$ cat src/rtl/call_stack_pkg.sv
// Shared defaults and helpers for the hardware return-address stack.
// The build option CALL_STACK_WRAP_EN is consumed in call_stack.sv.
package call_stack_pkg;

    localparam int AW_DEF    = 16;
    localparam int DEPTH_DEF = 16;

    localparam logic [15:0] DOST_RST = 16'h0000;

    // Occupancy needs to represent 0..DEPTH inclusive.
    function automatic int cw_f(input int depth);
        return $clog2(depth + 1);
    endfunction

endpackage

$ cat src/rtl/stack_regfile.sv
// Return-address storage: DEPTH x AW, one negedge write port, one async read port.
// Contents are intentionally not reset.
module stack_regfile #(
    parameter int   AW    = 16,
    parameter int   DEPTH = 16,
    localparam int  PW    = $clog2(DEPTH)
) (
    input  logic          clk_i,
    input  logic          we_i,
    input  logic [PW-1:0] waddr_i,
    input  logic [AW-1:0] wdata_i,
    input  logic [PW-1:0] raddr_i,
    output logic [AW-1:0] rdata_o
);

    logic [AW-1:0] mem_q [DEPTH];

    always_ff @(negedge clk_i) begin
        if (we_i) begin
            mem_q[waddr_i] <= wdata_i;
        end
    end

    assign rdata_o = mem_q[raddr_i];

endmodule

$ cat src/rtl/call_stack.sv
// Return-address stack beside the PC; all state moves on negedge CLK.
// Define CALL_STACK_WRAP_EN to let a push while full overwrite the oldest entry.
module call_stack
    import call_stack_pkg::*;
#(
    parameter int  AW    = AW_DEF,
    parameter int  DEPTH = DEPTH_DEF,
    localparam int CW    = cw_f(DEPTH)
) (
    input  logic          CLK,
    input  logic          RST_N,
    input  logic          Call,
    input  logic          Ret,
    input  logic          ClrErr,
    input  logic [AW-1:0] ADDRin,
    output logic [AW-1:0] DoST,
    output logic [CW-1:0] Count,
    output logic          Full,
    output logic          Empty,
    output logic          Ovf,
    output logic          Udf
);

    localparam int            PW      = $clog2(DEPTH);
    localparam logic [CW-1:0] CNT_MAX = CW'(DEPTH);

    logic [PW-1:0] tp_q, tp_d;
    logic [CW-1:0] count_q, count_d;
    logic          ovf_q, ovf_d;
    logic          udf_q, udf_d;
    logic          we;
    logic [PW-1:0] waddr;
    logic [AW-1:0] rdata;
    logic          full, empty;

    assign full  = (count_q == CNT_MAX);
    assign empty = (count_q == '0);

    always_comb begin
        tp_d    = tp_q;
        count_d = count_q;
        we      = 1'b0;
        waddr   = tp_q + PW'(1);
        // Clear first so an error raised on the same edge wins.
        ovf_d   = ClrErr ? 1'b0 : ovf_q;
        udf_d   = ClrErr ? 1'b0 : udf_q;

        if (Call && Ret) begin
            if (!empty) begin
                we    = 1'b1;
                waddr = tp_q;
            end else begin
                udf_d   = 1'b1;
                we      = 1'b1;
                tp_d    = tp_q + PW'(1);
                count_d = CW'(1);
            end
        end else if (Call) begin
            if (!full) begin
                we      = 1'b1;
                tp_d    = tp_q + PW'(1);
                count_d = count_q + CW'(1);
            end else begin
                ovf_d = 1'b1;
`ifdef CALL_STACK_WRAP_EN
                we    = 1'b1;
                tp_d  = tp_q + PW'(1);
`endif
            end
        end else if (Ret) begin
            if (!empty) begin
                tp_d    = tp_q - PW'(1);
                count_d = count_q - CW'(1);
            end else begin
                udf_d = 1'b1;
            end
        end
    end

    always_ff @(negedge CLK or negedge RST_N) begin
        if (!RST_N) begin
            tp_q    <= '0;
            count_q <= '0;
            ovf_q   <= 1'b0;
            udf_q   <= 1'b0;
        end else begin
            tp_q    <= tp_d;
            count_q <= count_d;
            ovf_q   <= ovf_d;
            udf_q   <= udf_d;
        end
    end

    stack_regfile #(
        .AW    (AW),
        .DEPTH (DEPTH)
    ) u_regfile (
        .clk_i   (CLK),
        .we_i    (we),
        .waddr_i (waddr),
        .wdata_i (ADDRin),
        .raddr_i (tp_q),
        .rdata_o (rdata)
    );

    assign DoST  = empty ? AW'(DOST_RST) : rdata;
    assign Count = count_q;
    assign Full  = full;
    assign Empty = empty;
    assign Ovf   = ovf_q;
    assign Udf   = udf_q;

endmodule

$ cat config.mk
export PLATFORM = sky130hd
export DESIGN_NAME = call_stack
export DESIGN_NICKNAME = d
export VERILOG_FILES = /design/src/rtl/call_stack_pkg.sv /design/src/rtl/stack_regfile.sv /design/src/rtl/call_stack.sv
export SDC_FILE = /design/constraint.sdc
export NUM_CORES = 1
export LEC_CHECK = 0
export ABC_AREA = 1
export CORE_AREA = 5 5 163 165
export DETAILED_ROUTE_END_ITERATION = 12
export DIE_AREA = 0 0 168 170
export GPL_TIMING_DRIVEN = 0
export PLACE_DENSITY = 0.63
export SYNTH_ARGS = -nofsm -noshare
export SYNTH_HDL_FRONTEND = slang
export SYNTH_SLANG_ARGS = --single-unit
$ cat constraint.sdc
create_clock -name CLK -period 3.33 [get_ports CLK]
set_clock_uncertainty 0.15 [all_clocks]
set_input_delay 0.4995 -clock CLK [delete_from_list [all_inputs] [get_ports CLK]]
set_output_delay 0.4995 -clock CLK [all_outputs]
set_load 0.005 [all_outputs]
==> summary.md <==
| Metric | Value |
|---|---|
| Die footprint | 28,600 µm² |
| Layout net count | 1,348 |
| CTS Sinks | 267 |
| Largest net degree at the start of global routing | 17 |
| First-pass GRT wire length | 51.2 mm |
| Post-synth EDFFs | 256 |
| Commonest cells after routing, fill and taps aside | 285 x inv_1, 256 x edfxtp_1, 142 x nor2_1 |
| CP max FO | 4 |
| CTS buffer count | 29 |
| Worst path arrival time | 3.98 ns |
| DR DRC count | 0 |
| Fillers | 1,876 |
| Status | finished, violations left |
| Critical Path Sink Type | output pin |
| Final non-filler cell total | 1,673 |
| Total power | 15.4 mW |
| DR vias/cell | 5.37 |
| WS Path Type | flop to output pin |
| Leak | 6.60 nW |
| Vias after detailed routing | 8,978 |
| Iteration-0 DRC Markers | 951 |
| Crit path launch type | flop |
| Post-synth top area share | 69.3% |
| Grt ovf | 0 |
| Post-synth cell types | 30 |
| Final setup violation count | 25 |
| Placed insts | 1,282 |
| Clock Tree Buf Depth | 3 |
| CTS tree | done |
| Clk root buf | clkbuf_16 |
| Post-cts hold buffer count | 0 |
| DPL Wire Length | 19.5 mm |
| Synth area leader | edfxtp_1 |
| Final ANT Viol Nets | 0 |
| Pre-antenna DRT Iters | 7 |
| Sequential share of the synthesized area | 71.8% |
| RSZ-0062 raised after global routing | yes |
| Number of port buffers | 44 |
| WL/cell | 20.4 µm |
| H-tree depth | 1 |
| Worst setup margin | -1.30 ns |
| Area Growth Syn to Fin | 40.2% |
| GP Congestion | 0.861 |
| Slew Viols, Final | 0 |
| Max-Cap Viols | 0 |
| Synth top area cells | edfxtp_1 69%, nor2_1 6.0%, o21ai_0 5.5% |
| Post-Syn Nets | 935 |
| Hold Path Class | flop to flop |
| Synth warnings | 0 |
| Commonest non-fill, non-tap cell in the layout | inv_1 |
| Clock Pin Slew Worst Setup and Hold Paths | 0.05 ns |
| Initial Utilization | 44.5% |
| Clk Latency, worst-skew pair | 0.55 ns |
| Pwr dens | 993 nW/µm² |
| Row cnt | 58 |
| Placeable Area | 24,900 µm² |
| FFs w/ async S/R, synth | 4.12% |
| Failing checks | negative setup slack |
| Routed WL | 34.1 mm |
| Vias in the first global route | 9,229 |
| VDD IR-drop max | 0.585 mV |
| Die H | 170 µm |
| #FFs+latches synth | 267 |
| Share of cells above drive strength 1 | 24.5% |
| Synth Flop Type | edfxtp_1 |
| Die width | 168 µm |
| Slew HR | 44.8% |
| Initial antenna violation count | 0 |
| All-Layer GR Usage | 23.6% |
| Final hold vios | 0 |
| Syn Area/Cell | 12.2 µm² |
| Critical Path RT | 2.68 ns |
| Worst Tran Pin Value | 0.825 ns |
| # IOs | 46 |
| Synthesized cell area | 11,100 µm² |
| Cells after Synth | 908 |
[cell type report]
class / count / area (µm²) / share of cell area [%]
sequential: 267 / 7960 / 51.2
clock buffer: 30 / 751 / 4.83
timing repair buffer: 129 / 1390 / 8.92
tap: 330 / 413 / 2.66
antenna: 1 / 2.50 / 0.0161
inverter: 32 / 130 / 0.837
multi-input combinational: 555 / 3240 / 20.8
buffer: 51 / 515 / 3.32
clock inverter: 278 / 1140 / 7.36
[flip-flops by register name (all words and copies together) (netlist names)]
signal	cells
u_regfile.mem_q	256
Count	5
tp_q	4
Udf	1
Ovf	1
[cell families (layout without fill, tap and decap cells)]
logic type / Yosys count / after routing / share of synthesized area, %
buffers and inverters: 86 / 520 / 3.76
flip-flops: 267 / 267 / 71.8
AND/OR/NAND/NOR: 340 / 340 / 12.8
other: 0 / 1 / 0
adder cells (fa/ha/maj): 6 / 6 / 0.745
XOR/XNOR: 6 / 6 / 0.474
AO/OA/AOI/OAI: 203 / 203 / 10.4
[synthesized netlist by cell type (6+ instances only)]
library cell	n
a21oi_1	18
o21ai_1	10
xnor2_1	6
or2_2	12
nor2_1	178
edfxtp_1	256
buf_2	24
o211ai_1	44
nand2_1	78
inv_1	29
nand3_1	60
o21ai_0	122
dfrtn_1	11
clkbuf_1	17
o2111ai_1	6
[path summary, 6_finish.rpt]
kind	from	to	slack, ns	depth (start not counted)
max in group asynchronous	RST_N	Count[1]	0.94	1
worst min-delay path	Udf	Udf	0.28	2
min in group asynchronous	RST_N	Udf	1.71	1
worst max-delay path	tp_q[1]	DoST[3]	-1.30	9
worst max register to register	tp_q[0]	u_regfile.mem_q[4][3]	0.53	13
worst min register to register	Udf	Udf	0.28	2
[routing by layer]
| layer | track usage (%) | vias to the layer above | wire (µm) |
|---|---|---|---|
| met2 | 37.6 | 472 | 16500 |
| met3 | 6.69 | 98 | 3050 |
| met5 | 0 | - | 0 |
| met4 | 12.4 | 0 | 1300 |
| met1 | 29.5 | 4294 | 13300 |
| li1 | - | 4114 | - |
[critical path: stages (launching register included)]
cell and delay (ns):
dfrtn_1 0.48, buf_6 0.18, buf_12 0.11, buf_8 0.09
buf_4 0.12, o21ai_0 0.07, o211ai_1 0.36, nand3_2 0.15
nand2_1 0.10, buf_2 0.11
[through the flow]
stage               instance area (µm²)  hold WS, ns  TNS (ns)  worst slack [ns]  utilization [%]
finish                            15500        0.277    -22.40             -1.30             62.4
global route                      15500        0.313    -24.03             -1.39             62.4
CTS                               15300        0.283    -22.42             -1.32             61.6
detailed placement                12200        0.288   -357.10             -1.37             49.0
global placement                  12200        0.285   -343.36             -1.34             49.0
floorplan                         11400        0.286    -75.66            -0.323                -
[power breakdown]
part,switching (mW),internal (mW)
sequential,0.152,4.19
clock,2.10,2.26
combinational,3.99,2.74
[timing repair]
item                       in CTS  in global routing
gates resized for setup       249                 71
pin swaps                      82                 47
gates cloned                    4                  0
setup endpoints to repair     281                278
buffers inserted               74                 10
(Power assumes the default switching activity.)
==> patch 1, RTL diff (same settings) <==
The package constant `DEPTH_DEF` goes from 16 to 8.
--- a/src/rtl/call_stack_pkg.sv
+++ b/src/rtl/call_stack_pkg.sv
@@ -4,5 +4,5 @@
 
     localparam int AW_DEF    = 16;
-    localparam int DEPTH_DEF = 16;
+    localparam int DEPTH_DEF = 8;
 
     localparam logic [15:0] DOST_RST = 16'h0000;
Ports: changed (resized Count); port bits go from 46 to 45. The function was not compared with the original's and may differ.
==> patch 1 against the original RTL <==
Highest routed layer unchanged; worst setup slack improved by 0.40 ns; the flow still finishes with violations (setup timing); register-to-register slack improved by 0.16 ns; routed wire length fell by 46%; synthesized area fell by 47%; power fell by 42%; first-iteration DRC count fell by 44%; sequential share of layout area fell by 5.2 points; sequential cell count fell by 130; final area fell by 43%.
==> patch 1: results (changes against the original RTL) <==
<table>
<tr><th>Metric</th><th>Value</th></tr>
<tr><th colspan="2">Synth</th></tr>
<tr><td>Sequential share of the synthesized area</td><td>69.6% (was 71.8%)</td></tr>
<tr><td>Average cell area after synthesis</td><td>11.5 sq um (was 12.2 sq um)</td></tr>
<tr><td>Most common library cells after synthesis</td><td>sky130_fd_sc_hd__edfxtp_1, sky130_fd_sc_hd__nor2_1, sky130_fd_sc_hd__nand2_1, sky130_fd_sc_hd__o21ai_0, sky130_fd_sc_hd__nand3_1 (was sky130_fd_sc_hd__edfxtp_1, sky130_fd_sc_hd__nor2_1, sky130_fd_sc_hd__o21ai_0, sky130_fd_sc_hd__nand2_1, sky130_fd_sc_hd__nand3_1)</td></tr>
<tr><td>Number of nets in the synthesized netlist</td><td>536 (was 935)</td></tr>
<tr><th colspan="2">Run status</th></tr>
<tr><td>Outcome</td><td>finished with violations (unchanged)</td></tr>
<tr><td>Violated checks</td><td>setup timing (unchanged)</td></tr>
<tr><th colspan="2">Place</th></tr>
<tr><td>Weighted congestion at the end of routability-driven global placement</td><td>0.794 (was 0.861)</td></tr>
<tr><td>Minimum setup slack after placement</td><td>-1.42 ns (was -1.37 ns)</td></tr>
<tr><th colspan="2">Global routing</th></tr>
<tr><td>First-pass GRT wire length</td><td>27.5 mm (was 51.2 mm)</td></tr>
<tr><td>M1 GR Usage</td><td>14.6% (was 29.5%)</td></tr>
<tr><td>Global Route met3 Usage</td><td>4.88% (was 6.69%)</td></tr>
<tr><td>Gr usage total</td><td>12.7% (was 23.6%)</td></tr>
<tr><th colspan="2">Clock tree</th></tr>
<tr><td>Maximum number of buffers from clock root to sink</td><td>2 (was 3)</td></tr>
<tr><td>TritonCTS Buffers</td><td>17 (was 29)</td></tr>
<tr><td>H-tree depth reported by CTS</td><td>4 (was 1)</td></tr>
<tr><th colspan="2">Setup path</th></tr>
<tr><td>Maximum fanout count along the critical path</td><td>7 (was 4)</td></tr>
<tr><th colspan="2">Timing</th></tr>
<tr><td>Crit path setup slack, layout</td><td>-0.905 ns (was -1.30 ns)</td></tr>
<tr><td>Final count of negative-setup-slack endpoints</td><td>22 (was 25)</td></tr>
<tr><th colspan="2">Power</th></tr>
<tr><td>Clock group total power</td><td>0.00235 W (was 0.00437 W)</td></tr>
<tr><td>Worst-case vdd ir drop</td><td>434 uV (was 585 uV)</td></tr>
<tr><th colspan="2">Routing</th></tr>
<tr><td>Detailed-routed wire length on met3</td><td>1.38 mm (was 3.05 mm)</td></tr>
<tr><td>Met2 routed WL</td><td>9.33 mm (was 16.5 mm)</td></tr>
<tr><td>Detailed-route vias per instance</td><td>4.48 (was 5.37)</td></tr>
<tr><th colspan="2">Final layout</th></tr>
<tr><td>Share of cells above drive strength 1</td><td>26.3% (was 24.5%)</td></tr>
<tr><td>Max FFs per register</td><td>128 (was 256)</td></tr>
</table>
[patch 1: worst paths after layout]
check                         from                     end  slack, ns  cells past startpoint
hold / removal                 Udf                     Udf       0.29                      2
setup / recovery           tp_q[0]                 DoST[7]      -0.91                     10
hold reg to reg                Udf                     Udf       0.29                      2
setup reg to reg           tp_q[0]  u_regfile.mem_q[0][14]       0.69                     11
max in group asynchronous    RST_N                Count[3]       0.87                      1
min in group asynchronous    RST_N                     Udf       1.82                      1
[patch 1: layout make-up]
type	count	area, sq um
Buffer	26	374
Clock buffer	17	425
Clock inverter	143	603
Fill cell	2353	16100
Inverter	19	96.3
Multi-Input combinational cell	327	1790
Sequential cell	137	4070
Tap cell	330	413
Timing Repair Buffer	110	1070
[patch 1: critical path, cell delays in order (launching register included)]
cell	delay, ns
sky130_fd_sc_hd__dfrtn_1	0.50
sky130_fd_sc_hd__buf_6	0.17
sky130_fd_sc_hd__buf_8	0.11
sky130_fd_sc_hd__buf_12	0.12
sky130_fd_sc_hd__nor2_1	0.05
sky130_fd_sc_hd__nor2_1	0.10
sky130_fd_sc_hd__o21ai_1	0.10
sky130_fd_sc_hd__o21ai_1	0.08
sky130_fd_sc_hd__nand3_1	0.08
sky130_fd_sc_hd__nand2_1	0.08
sky130_fd_sc_hd__buf_2	0.13
[patch 1: cell families after synthesis]
family	synth area share [%]
AND/OR/NAND/NOR	16.0
flip-flops	69.6
AO/OA/AOI/OAI	8.90
XOR/XNOR	0.300
buffers and inverters	3.96
adder cells (fa/ha/maj)	1.20
[patch 1: repair_timing]
action | CTS | global route
hold buffers | 0 | 0
buffers inserted | 47 | 20
gates resized for setup | 179 | 50
endpoints found under the setup margin | 159 | 153
gates cloned | 3 | 1
pin swaps | 42 | 17
==> patch 2, RTL diff (same flow settings) <==
Without the edit above. Reset style: synchronous (`RST_N`), changed in one clocked block. Comments in the files are not updated.
--- a/src/rtl/call_stack.sv
+++ b/src/rtl/call_stack.sv
@@ -78,5 +78,5 @@
     end
 
-    always_ff @(negedge CLK or negedge RST_N) begin
+    always_ff @(negedge CLK) begin
         if (!RST_N) begin
             tp_q    <= '0;
Formal check against the unedited RTL: differs if RST_N is asserted again (counterexample within 4 cycles, from zero or initial values and one cycle with RST_N low); with RST_N held inactive, the same outputs for 4 cycles.
==> patch 2 against the original RTL <==
The flow still finishes with violations (setup timing); global-route usage down 0.058 points; largest power group is now clock; power down 17%; routed wire length up 3.2%; synthesized area up 1.8%; worst setup slack better by 0.16 ns; final cell count up 5.8%; sequential cell count up 4; utilization up 3.3 points; critical path depth up 1; count of clock-buffer cells in the layout down 1; final area up 5.2%.
==> patch 2: results (changes against the original RTL) <==
<table>
<tr><th>Metric</th><th>Value</th></tr>
<tr><th colspan="2">Run status</th></tr>
<tr><td>Outcome</td><td>finished with violations (unchanged)</td></tr>
<tr><td>Violated checks</td><td>setup timing (unchanged)</td></tr>
<tr><th colspan="2">Timing</th></tr>
<tr><td>Setup TNS</td><td>-19.32 ns (was -22.40 ns)</td></tr>
<tr><td>Crit path setup slack, layout</td><td>-1.14 ns (was -1.30 ns)</td></tr>
<tr><td>Final count of negative-setup-slack endpoints</td><td>23 (was 25)</td></tr>
<tr><th colspan="2">Global routing</th></tr>
<tr><td>GR met2 Demand/Resource</td><td>37.4% (was 37.6%)</td></tr>
<tr><td>Vias in the first global route</td><td>9,745 (was 9,229)</td></tr>
<tr><td>First-pass GRT wire length</td><td>51.1 mm (was 51.2 mm)</td></tr>
<tr><th colspan="2">Place</th></tr>
<tr><td>Hpwl dp</td><td>19.5 mm (about the same)</td></tr>
<tr><td>Weighted congestion at the end of routability-driven global placement</td><td>0.843 (was 0.861)</td></tr>
<tr><th colspan="2">Synth</th></tr>
<tr><td>Number of distinct library cell variants in the gate-level netlist after synthesis</td><td>32 (was 30)</td></tr>
<tr><td>Adder and majority gate portion of the synthesized area</td><td>0.732% (was 0.745%)</td></tr>
<tr><td>Fraction of registers with async set or reset after synthesis</td><td>0% (was 4.12%)</td></tr>
<tr><th colspan="2">Routing</th></tr>
<tr><td>Detailed-routed wire length on met3</td><td>3.12 mm (was 3.05 mm)</td></tr>
<tr><td>Met2 routed WL</td><td>17.4 mm (was 16.5 mm)</td></tr>
<tr><td>Initial DRC Count</td><td>948 (was 951)</td></tr>
<tr><th colspan="2">Final layout</th></tr>
<tr><td>Net count of the finished layout</td><td>1,445 (was 1,348)</td></tr>
<tr><td>Filler instances</td><td>1,823 (was 1,876)</td></tr>
<tr><th colspan="2">Setup path</th></tr>
<tr><td>Longest individual stage delay on the worst path</td><td>0.40 ns (was 0.48 ns)</td></tr>
<tr><td>CP arrival</td><td>3.82 ns (was 3.98 ns)</td></tr>
</table>
==> patch 2: cell types whose count changed after synthesis, moves of 9 or more <==
cell,delta
sky130_fd_sc_hd__a21oi_1,+9
sky130_fd_sc_hd__dfrtn_1,-11
sky130_fd_sc_hd__dfxtp_1,+15
sky130_fd_sc_hd__nand2_1,+293
sky130_fd_sc_hd__nand3_1,+149
sky130_fd_sc_hd__nor2_1,-156
sky130_fd_sc_hd__o211ai_1,-43
sky130_fd_sc_hd__o21ai_0,-118
sky130_fd_sc_hd__or2_2,-12
==> patch 2: power breakdown <==
part	leakage (nW)	internal [W]	total, W	switching (W)
combinational	2.84	0.00157	0.00387	0.00229
clock	1.96	0.00249	0.00469	0.00221
sequential	2.44	0.00407	0.00419	0.000120
total	7.23	0.00813	0.0127	0.00462
==> patch 2: metrics by stage <==
step | area (sq um) | instances
after floorplan | 11800 | 1015
after global placement | 12600 | 1389
after detailed placement | 12600 | 1389
after CTS | 16000 | 1765
after global routing | 16400 | 1770
final | 16400 | 1770
==> patch 2: worst paths after layout <==
kind,from,end,slack [ns],depth (start not counted)
worst min-delay path,Ovf,Ovf,0.31,2
worst min register to register,Ovf,Ovf,0.31,2
worst max register to register,Count[1],u_regfile.mem_q[5][5],0.84,11
worst max-delay path,flop,DoST[6],-1.14,10
==> patch 2: layout make-up <==
type                    count  area share [%]
clock inverters           295            7.89
inverters                  23           0.574
repair buffers            104            7.87
flip-flops and latches    271            49.0
multi-input cells         663            23.6
plain buffers              55            4.15
clock buffers              29            4.44
well taps                 330            2.52
==> patch 2: timing repair <==
action	CTS	global route
gates resized for setup	286	92
endpoints found under the setup margin	281	107
pin swaps	68	50
setup buffers	48	7
hold buffers	0	0
cloned	7	4
